<file path="src/rtl/invader_bombs.sv">
// invader_bombs: invader-side projectiles. Holds up to NUM_BOMBS falling bombs,
// drops new ones from living invader columns on a frame cadence, moves them down
// once per frame and flags a strike on the player.
// Optional build macro: BOMB_AIM_EN - start the column scan under the player
// instead of at a pseudo-random column.
module invader_bombs #(
    parameter int unsigned NUM_BOMBS     = 3,
    parameter int unsigned NUM_COLS      = 6,
    parameter int unsigned COL_PITCH     = 32,
    parameter int unsigned INVADERS_H    = 96,
    parameter int unsigned BOMB_W        = 6,
    parameter int unsigned BOMB_H        = 12,
    parameter int unsigned BOMB_STEP     = 2,
    parameter int unsigned FIRE_INTERVAL = 48,
    parameter int unsigned SCREEN_BOTTOM = 470,
    parameter int unsigned PLAYER_Y      = 440,
    parameter int unsigned PLAYER_W      = 32,
    parameter int unsigned PLAYER_H      = 16
) (
    input  logic                    clk,
    input  logic                    rst,
    input  logic                    frame,
    input  logic                    enable,
    input  logic [9:0]              invaders_x,
    input  logic [9:0]              invaders_y,
    input  logic [NUM_COLS-1:0]     col_alive,
    input  logic [9:0]              player_x,
    output logic [NUM_BOMBS-1:0]    bomb_active,
    output logic [10*NUM_BOMBS-1:0] bomb_x,
    output logic [10*NUM_BOMBS-1:0] bomb_y,
    output logic                    player_hit
);

    localparam int unsigned POS_W  = 10;
    localparam int unsigned SUM_W  = POS_W + 1;
    localparam int unsigned CNT_W  = (FIRE_INTERVAL > 2) ? $clog2(FIRE_INTERVAL) : 1;
    localparam int unsigned SLOT_W = (NUM_BOMBS > 1) ? $clog2(NUM_BOMBS) : 1;
    localparam int unsigned COL_W  = (NUM_COLS > 1) ? $clog2(NUM_COLS) : 1;

    logic [7:0]       lfsr;
    logic [CNT_W-1:0] frame_cnt;
    logic [POS_W-1:0] x_q [NUM_BOMBS];
    logic [POS_W-1:0] y_q [NUM_BOMBS];

    logic [NUM_BOMBS-1:0] hit_vec;
    logic [NUM_BOMBS-1:0] retire_vec;
    logic [SUM_W-1:0]     y_sum [NUM_BOMBS];

    logic              free_found;
    logic [SLOT_W-1:0] free_idx;
    logic              col_found;
    int unsigned       start_col;
    int unsigned       scan;
    int unsigned       spawn_col;
    logic [POS_W-1:0]  spawn_x;
    logic [POS_W-1:0]  spawn_y;
`ifdef BOMB_AIM_EN
    logic [SUM_W-1:0]  centre;
    logic [SUM_W-1:0]  aim_q;
`endif

    // Per-slot player overlap test and next-frame position
    always_comb begin
        hit_vec    = '0;
        retire_vec = '0;
        for (int i = 0; i < NUM_BOMBS; i++) begin
            y_sum[i]      = {1'b0, y_q[i]} + SUM_W'(BOMB_STEP);
            retire_vec[i] = (y_sum[i] >= SUM_W'(SCREEN_BOTTOM));
            hit_vec[i]    = bomb_active[i]
                && ({1'b0, x_q[i]} < (SUM_W'(player_x) + SUM_W'(PLAYER_W)))
                && (({1'b0, x_q[i]} + SUM_W'(BOMB_W)) > SUM_W'(player_x))
                && ({1'b0, y_q[i]} < SUM_W'(PLAYER_Y + PLAYER_H))
                && (({1'b0, y_q[i]} + SUM_W'(BOMB_H)) > SUM_W'(PLAYER_Y));
        end
    end

    // Lowest-index idle slot, judged on the registered flags
    always_comb begin
        free_found = 1'b0;
        free_idx   = '0;
        for (int i = 0; i < NUM_BOMBS; i++) begin
            if (!free_found && !bomb_active[i]) begin
                free_found = 1'b1;
                free_idx   = SLOT_W'(i);
            end
        end
    end

    // Start column choice, then wrap-around scan for the first living column
    always_comb begin
        start_col = 0;
        scan      = 0;
        spawn_col = 0;
        col_found = 1'b0;
`ifdef BOMB_AIM_EN
        centre = SUM_W'(player_x) + SUM_W'(PLAYER_W / 2);
        aim_q  = '0;
        if (centre >= SUM_W'(invaders_x)) begin
            aim_q = (centre - SUM_W'(invaders_x)) / SUM_W'(COL_PITCH);
            if (32'(aim_q) > NUM_COLS - 1) begin
                start_col = NUM_COLS - 1;
            end else begin
                start_col = 32'(aim_q);
            end
        end
`else
        start_col = 32'(lfsr[2:0]);
        if (start_col >= NUM_COLS) begin
            start_col = start_col - NUM_COLS;
        end
`endif
        for (int k = 0; k < NUM_COLS; k++) begin
            scan = start_col + 32'(k);
            if (scan >= NUM_COLS) begin
                scan = scan - NUM_COLS;
            end
            if (!col_found && col_alive[COL_W'(scan)]) begin
                col_found = 1'b1;
                spawn_col = scan;
            end
        end
        spawn_x = invaders_x + POS_W'(spawn_col * COL_PITCH) + POS_W'((COL_PITCH - BOMB_W) / 2);
        spawn_y = invaders_y + POS_W'(INVADERS_H);
    end

    // State update: LFSR free-runs, everything else only while enabled
    always_ff @(posedge clk) begin
        if (rst) begin
            lfsr        <= 8'hA5;
            frame_cnt   <= '0;
            bomb_active <= '0;
            player_hit  <= 1'b0;
            for (int i = 0; i < NUM_BOMBS; i++) begin
                x_q[i] <= '0;
                y_q[i] <= '0;
            end
        end else begin
            lfsr       <= {lfsr[6:0], lfsr[7] ^ lfsr[5] ^ lfsr[4] ^ lfsr[3]};
            player_hit <= enable && (|hit_vec);
            if (enable) begin
                for (int i = 0; i < NUM_BOMBS; i++) begin
                    if (hit_vec[i]) begin
                        bomb_active[i] <= 1'b0;
                    end else if (frame && bomb_active[i]) begin
                        if (retire_vec[i]) begin
                            bomb_active[i] <= 1'b0;
                        end else begin
                            y_q[i] <= y_sum[i][POS_W-1:0];
                        end
                    end
                end
                if (frame) begin
                    if (frame_cnt == CNT_W'(FIRE_INTERVAL - 1)) begin
                        frame_cnt <= '0;
                        // The chosen slot is idle, so no move/hit update competes with it
                        if (free_found && col_found) begin
                            bomb_active[free_idx] <= 1'b1;
                            x_q[free_idx]         <= spawn_x;
                            y_q[free_idx]         <= spawn_y;
                        end
                    end else begin
                        frame_cnt <= frame_cnt + CNT_W'(1);
                    end
                end
            end
        end
    end

    // Flatten slot registers onto the renderer-facing buses
    for (genvar g = 0; g < NUM_BOMBS; g++) begin : g_out
        assign bomb_x[POS_W*g +: POS_W] = x_q[g];
        assign bomb_y[POS_W*g +: POS_W] = y_q[g];
    end

endmodule

</file>
<file path="config.mk">
export PLATFORM = sky130hd
export DESIGN_NAME = invader_bombs
export DESIGN_NICKNAME = d
export VERILOG_FILES = /design/src/rtl/invader_bombs.sv
export SDC_FILE = /design/constraint.sdc
export NUM_CORES = 1
export LEC_CHECK = 0
export CAP_MARGIN = 20
export CORE_AREA = 2 2 119 150
export CTS_CLUSTER_DIAMETER = 100
export DETAILED_ROUTE_END_ITERATION = 10
export DIE_AREA = 0 0 121 152
export GPL_TIMING_DRIVEN = 0
export PLACE_DENSITY = 0.77
export SLEW_MARGIN = 10
export SYNTH_ARGS = -nofsm -noshare
export SYNTH_HDL_FRONTEND = slang
export SYNTH_SLANG_ARGS = --single-unit
</file>
<file path="constraint.sdc">
create_clock -name clk -period 14.6 [get_ports clk]
set_input_delay 1.46 -clock clk [delete_from_list [all_inputs] [get_ports clk]]
set_output_delay 1.46 -clock clk [all_outputs]
set_load 0.05 [all_outputs]
</file>
# == Word-level counts from Yosys, hierarchy flattened ==
# Memory sizes are Yosys's and may differ from the RTL's.
# Index checks and enable logic that the tools add are counted.
# W data, S select, Z words.
# op_classes
add_sub_neg,26
magnitude_cmp,30
eq_ne,1
muxes,89
bitwise_logic,7
n_reduce_logical,36
# op_table
op,n
$ge A32 B3 Y1 const B,6
$add A32 B2 Y32 const B,2
$add A32 B3 Y32 const B,2
$mux W5,12
$mux W1,59
$mux W10,4
$add A10 B2 Y11 const B,3
$add A10 B3 Y11 const B,3
$add A10 B4 Y11 const B,3
$ge A11 B9 Y1 const B,3
$gt A11 B10 Y1,3
$gt A11 B9 Y1 const B,3
$lt A10 B11 Y1,3
$add A32 B1 Y32 const B,1
$mux W32,1
$lt A10 B9 Y1 const B,3
$sub A5 B3 Y5 const B,6
$logic_and A1 B1 Y1,25
$lt A3 B4 Y1 const B,6
$bmux W1 S3,6
$add A10 B6 Y11 const B,1
$add A10 B10 Y10,1
$add A10 B4 Y10 const B,1
$add A10 B7 Y10 const B,1
other kinds (17),31
# word_totals
register_bits,18
ram_bits,60
inputBits,40
output_inout_bits,64
n_memories,2
# mem_list
name,depth,width,read_ports,rd_ports_with_merged_regs,write_ports,line_no,text
x_q,3,10,3,0,3,42,logic [POS_W-1:0] x_q [NUM_BOMBS];
y_q,3,10,3,0,4,43,logic [POS_W-1:0] y_q [NUM_BOMBS];

# == Logic depth before layout (Yosys ltp) ==
# logic_depth
ltp_word,31
ltp_mapped,27

# == Worst setup path after synthesis ==
# Ideal clock, no wire load.
# synth_timing
path_type,reg2reg
start,reg lfsr[1]
end,mem x_q[1][9] (data pin)
t_arrival_ps,5401
t_required_ps,14446
path_slack_ps,9045
stages_incl_launch_ff,25
n_path_buf,1
period_less_slack_ps,5555
cell_sequence,dfxtp_1 -> inv_1 -> ha_1 -> nor2b_2 -> nor2_1 -> inv_1 -> ha_1 -> or4b_1 -> or3_1 -> buf_2 -> mux2i_1 -> a21o_2 -> or3_1 -> nor4_4 -> a211oi_1 -> a31oi_1 -> ha_1 -> a31o_2 -> a21o_1 -> a21o_1 -> a21oi_1 -> xnor2_1 -> inv_1 -> a31o_1 -> a21oi_1
# synth_rtl
element,line_no,text
"start, declared",40,logic [7:0] lfsr;
"start signal, assigned",138,"lfsr <= {lfsr[6:0], lfsr[7] ^ lfsr[5] ^ lfsr[4] ^ lfsr[3]};"
"end, declared",42,

==> results_dict.tcl <==
set metrics [dict create \
    num_io_pins 104 \
    synth_cells 958 \
    ys_seq_area_share_pct 26.0 \
    synth_cell_type_count 83 \
    setup_violations 0 \
    drive_above_1_share_pct 5.71 \
    clk_latency_ps 350 \
    finalHoldViolations 0 \
    grt_start_max_net_pins 16 \
    cts-buffers-inserted 9 \
    die_height_um 152 \
    io_buffers 103 \
    ys.warnings.count 0 \
    cp-end-kind "flip-flop" \
    drtIter0Drc 432 \
    drv_cap 0 \
    synth.largest_area_cell "edfxtp_1" \
    antenna_found_initial 0 \
    power.leakage_uw 0.00415 \
    overflow 0 \
    crit_family "compound AO/OA/AOI/OAI gates" \
    cts_root_buf "clkbuf_16" \
    rows 54 \
    cp.arrival_ps 6650 \
    clkSinkCount 78 \
    wl_mm 22.5 \
    avgSynthCellArea_sq_um 8.67 \
    setup_tns_ps 0 \
    fin_crit_sh_pct 44.3 \
    htree_levels 3 \
    synth_area_leaders "edfxtp_1 (22%), ha_1 (19%), dfxtp_1 (4.3%)" \
    start_util_pct 48.6 \
    finalWeightedCongestion 0.995 \
    rsz0062_at_grt "no" \
    worst_slew_pin_slew_ps 981 \
    crit_buf_inv 3 \
    postCtsSetupBuffers 0 \
    yosysTopAreaCellShare_pct 21.7 \
    ir_drop_v 0.0000758 \
    holdWs_ps 420 \
    cts_tree "built" \
    synth_edf_count 60 \
    stdcell_count 1328 \
    cp.required_ps 14780 \
    final_util_pct 58.7 \
    die_w_um 121 \
    seq_area_sq_um 2160 \
    drcViolationCount 0 \
    status "finished, final reports clean" \
    n_fill_cell 1546 \
    n_antenna_cell 0 \
    timing.fmax_ghz 0.155 \
    die_area_sq_um 18400 \
    skew_ps 18.7 \
    hp-class "flip-flop to flip-flop" \
    antenna_left 0 \
    coreArea_sq_um 17100 \
    dp.final_hpwl_mm 18.3 \
    ys_async_sr_fraction_pct 0 \
    start_kind "flip-flop" \
    slew_violations 0 \
    critPathMaxFanout 9 \
    clock_tree.buffer_depth 2 \
    via_per_inst 5.79 \
    multi_input_area_sq_um 5850 \
    via_count 7694 \
    syn_area_sq_um 8310 \
    setup.worst_path.class "flip-flop to flip-flop" \
    ys_ff_latch 78 \
    fin_crit_ps 6470 \
    first_pass_iters 4 \
    ys.flop_type "edfxtp_1" \
    grt_use_total_pct 24.8 \
    maxSlewHeadroom_pct 34.5 \
    slowest_delay_ps 560 \
    place_inst 1312 \
    area_delta_synth_final_pct 20.7 \
    nets 1264 \
    yosysMostFrequentCell "ha_1" \
    grt_pass1_wl_mm 36.9 \
    grt_pass1_vias 7549 \
    p_per_area_nw_per_um2 95.6 \
    postCtsHoldBufs 0 \
    cpMostUsedCell "ha_1" \
    wire_per_inst_um 16.9 \
    ctsResizeCount 0 \
    clk_pin_slew_ps 60 \
    slowest_stage "nor2_1" \
    synth_common_cells "ha_1 (125), nor2_1 (88), nand2_1 (72), inv_1 (65), edfxtp_1 (60)" \
]
## per-stage QoR
step           worst slack, ps  area, sq um  power, uW
6_report                  8130        10000        959
3_5_place_dp              8140         9720        720
4_1_cts                   8070        10000        953
2_1_floorplan             9050         8410        609
5_1_grt                   7560        10000       1020
3_3_place_gp              8190         9720        713
## flip-flops by register name (all words and copies together), names as in the netlist
register and count:
x_q 30, lfsr 8, y_q 30, player_hit 1
bomb_active 3, frame_cnt 6
## logic make-up after synthesis
family,after synthesis,share of synthesized area [%]
AOI/OAI and AO/OA,224,18.5
DFF,78,26.0
other,2,0.0904
xor gates and xnor gates,68,7.26
muxes,22,2.98
buffers and inverters,97,4.79
and+or+nand+nor,342,21.5
adders and majority gates,125,18.8
## power breakdown
| group | total, uW | internal (uW) | switching [uW] |
|---|---|---|---|
| Clock | 232 | 135 | 96.8 |
| Combinational | 465 | 189 | 276 |
| Sequential | 263 | 248 | 14.4 |
| Total | 959 | 572 | 387 |
## layout by cell type (no fill, tap or decap), drive strengths merged, types with 7 or more instances in the layout
master,instances
a211o,8
a211oi,10
a21oi,39
a31oi,9
and3,13
buf,13
clkbuf,26
clkdlybuf4s50,103
conb,29
dfxtp,18
edfxtp,60
ha,125
inv,70
mux2i,15
nand2,73
nand2b,20
nand3,30
nand4,21
nor2,88
nor2b,17
nor3,24
o211ai,10
o21a,11
o21ai,46
o21bai,7
o22ai,16
o31ai,15
or2,8
or3,18
xnor2,38
xor2,30
## area by class of cell
class,count,share of cell area (%)
multi-input cells,810,58.4
flip-flops and latches,78,21.6
repair buffers,103,10.3
well taps,224,2.79
inverters,67,2.51
clock buffers,9,2.25
plain buffers,30,1.46
clock inverters,7,0.798
## per-layer routing
| metal | track usage (%) | part of all wire, % |
|---|---|---|
| met1 | 30.0 | 41 |
| met2 | 44.0 | 50 |
| met3 | 2.40 | 4.4 |
| met4 | 11.0 | 4.0 |
| met5 | 0 | 0 |
## final timing paths
kind              startpoint  cells past startpoint        end  slack (ps)
setup reg to reg     lfsr[1]                     25  x_q[1][9]        8130
setup / recovery     lfsr[1]                     25  x_q[1][9]        8130
hold / removal       lfsr[6]                      1    lfsr[7]         420
hold reg to reg      lfsr[6]                      1    lfsr[7]         420
(Power assumes the default switching activity.)
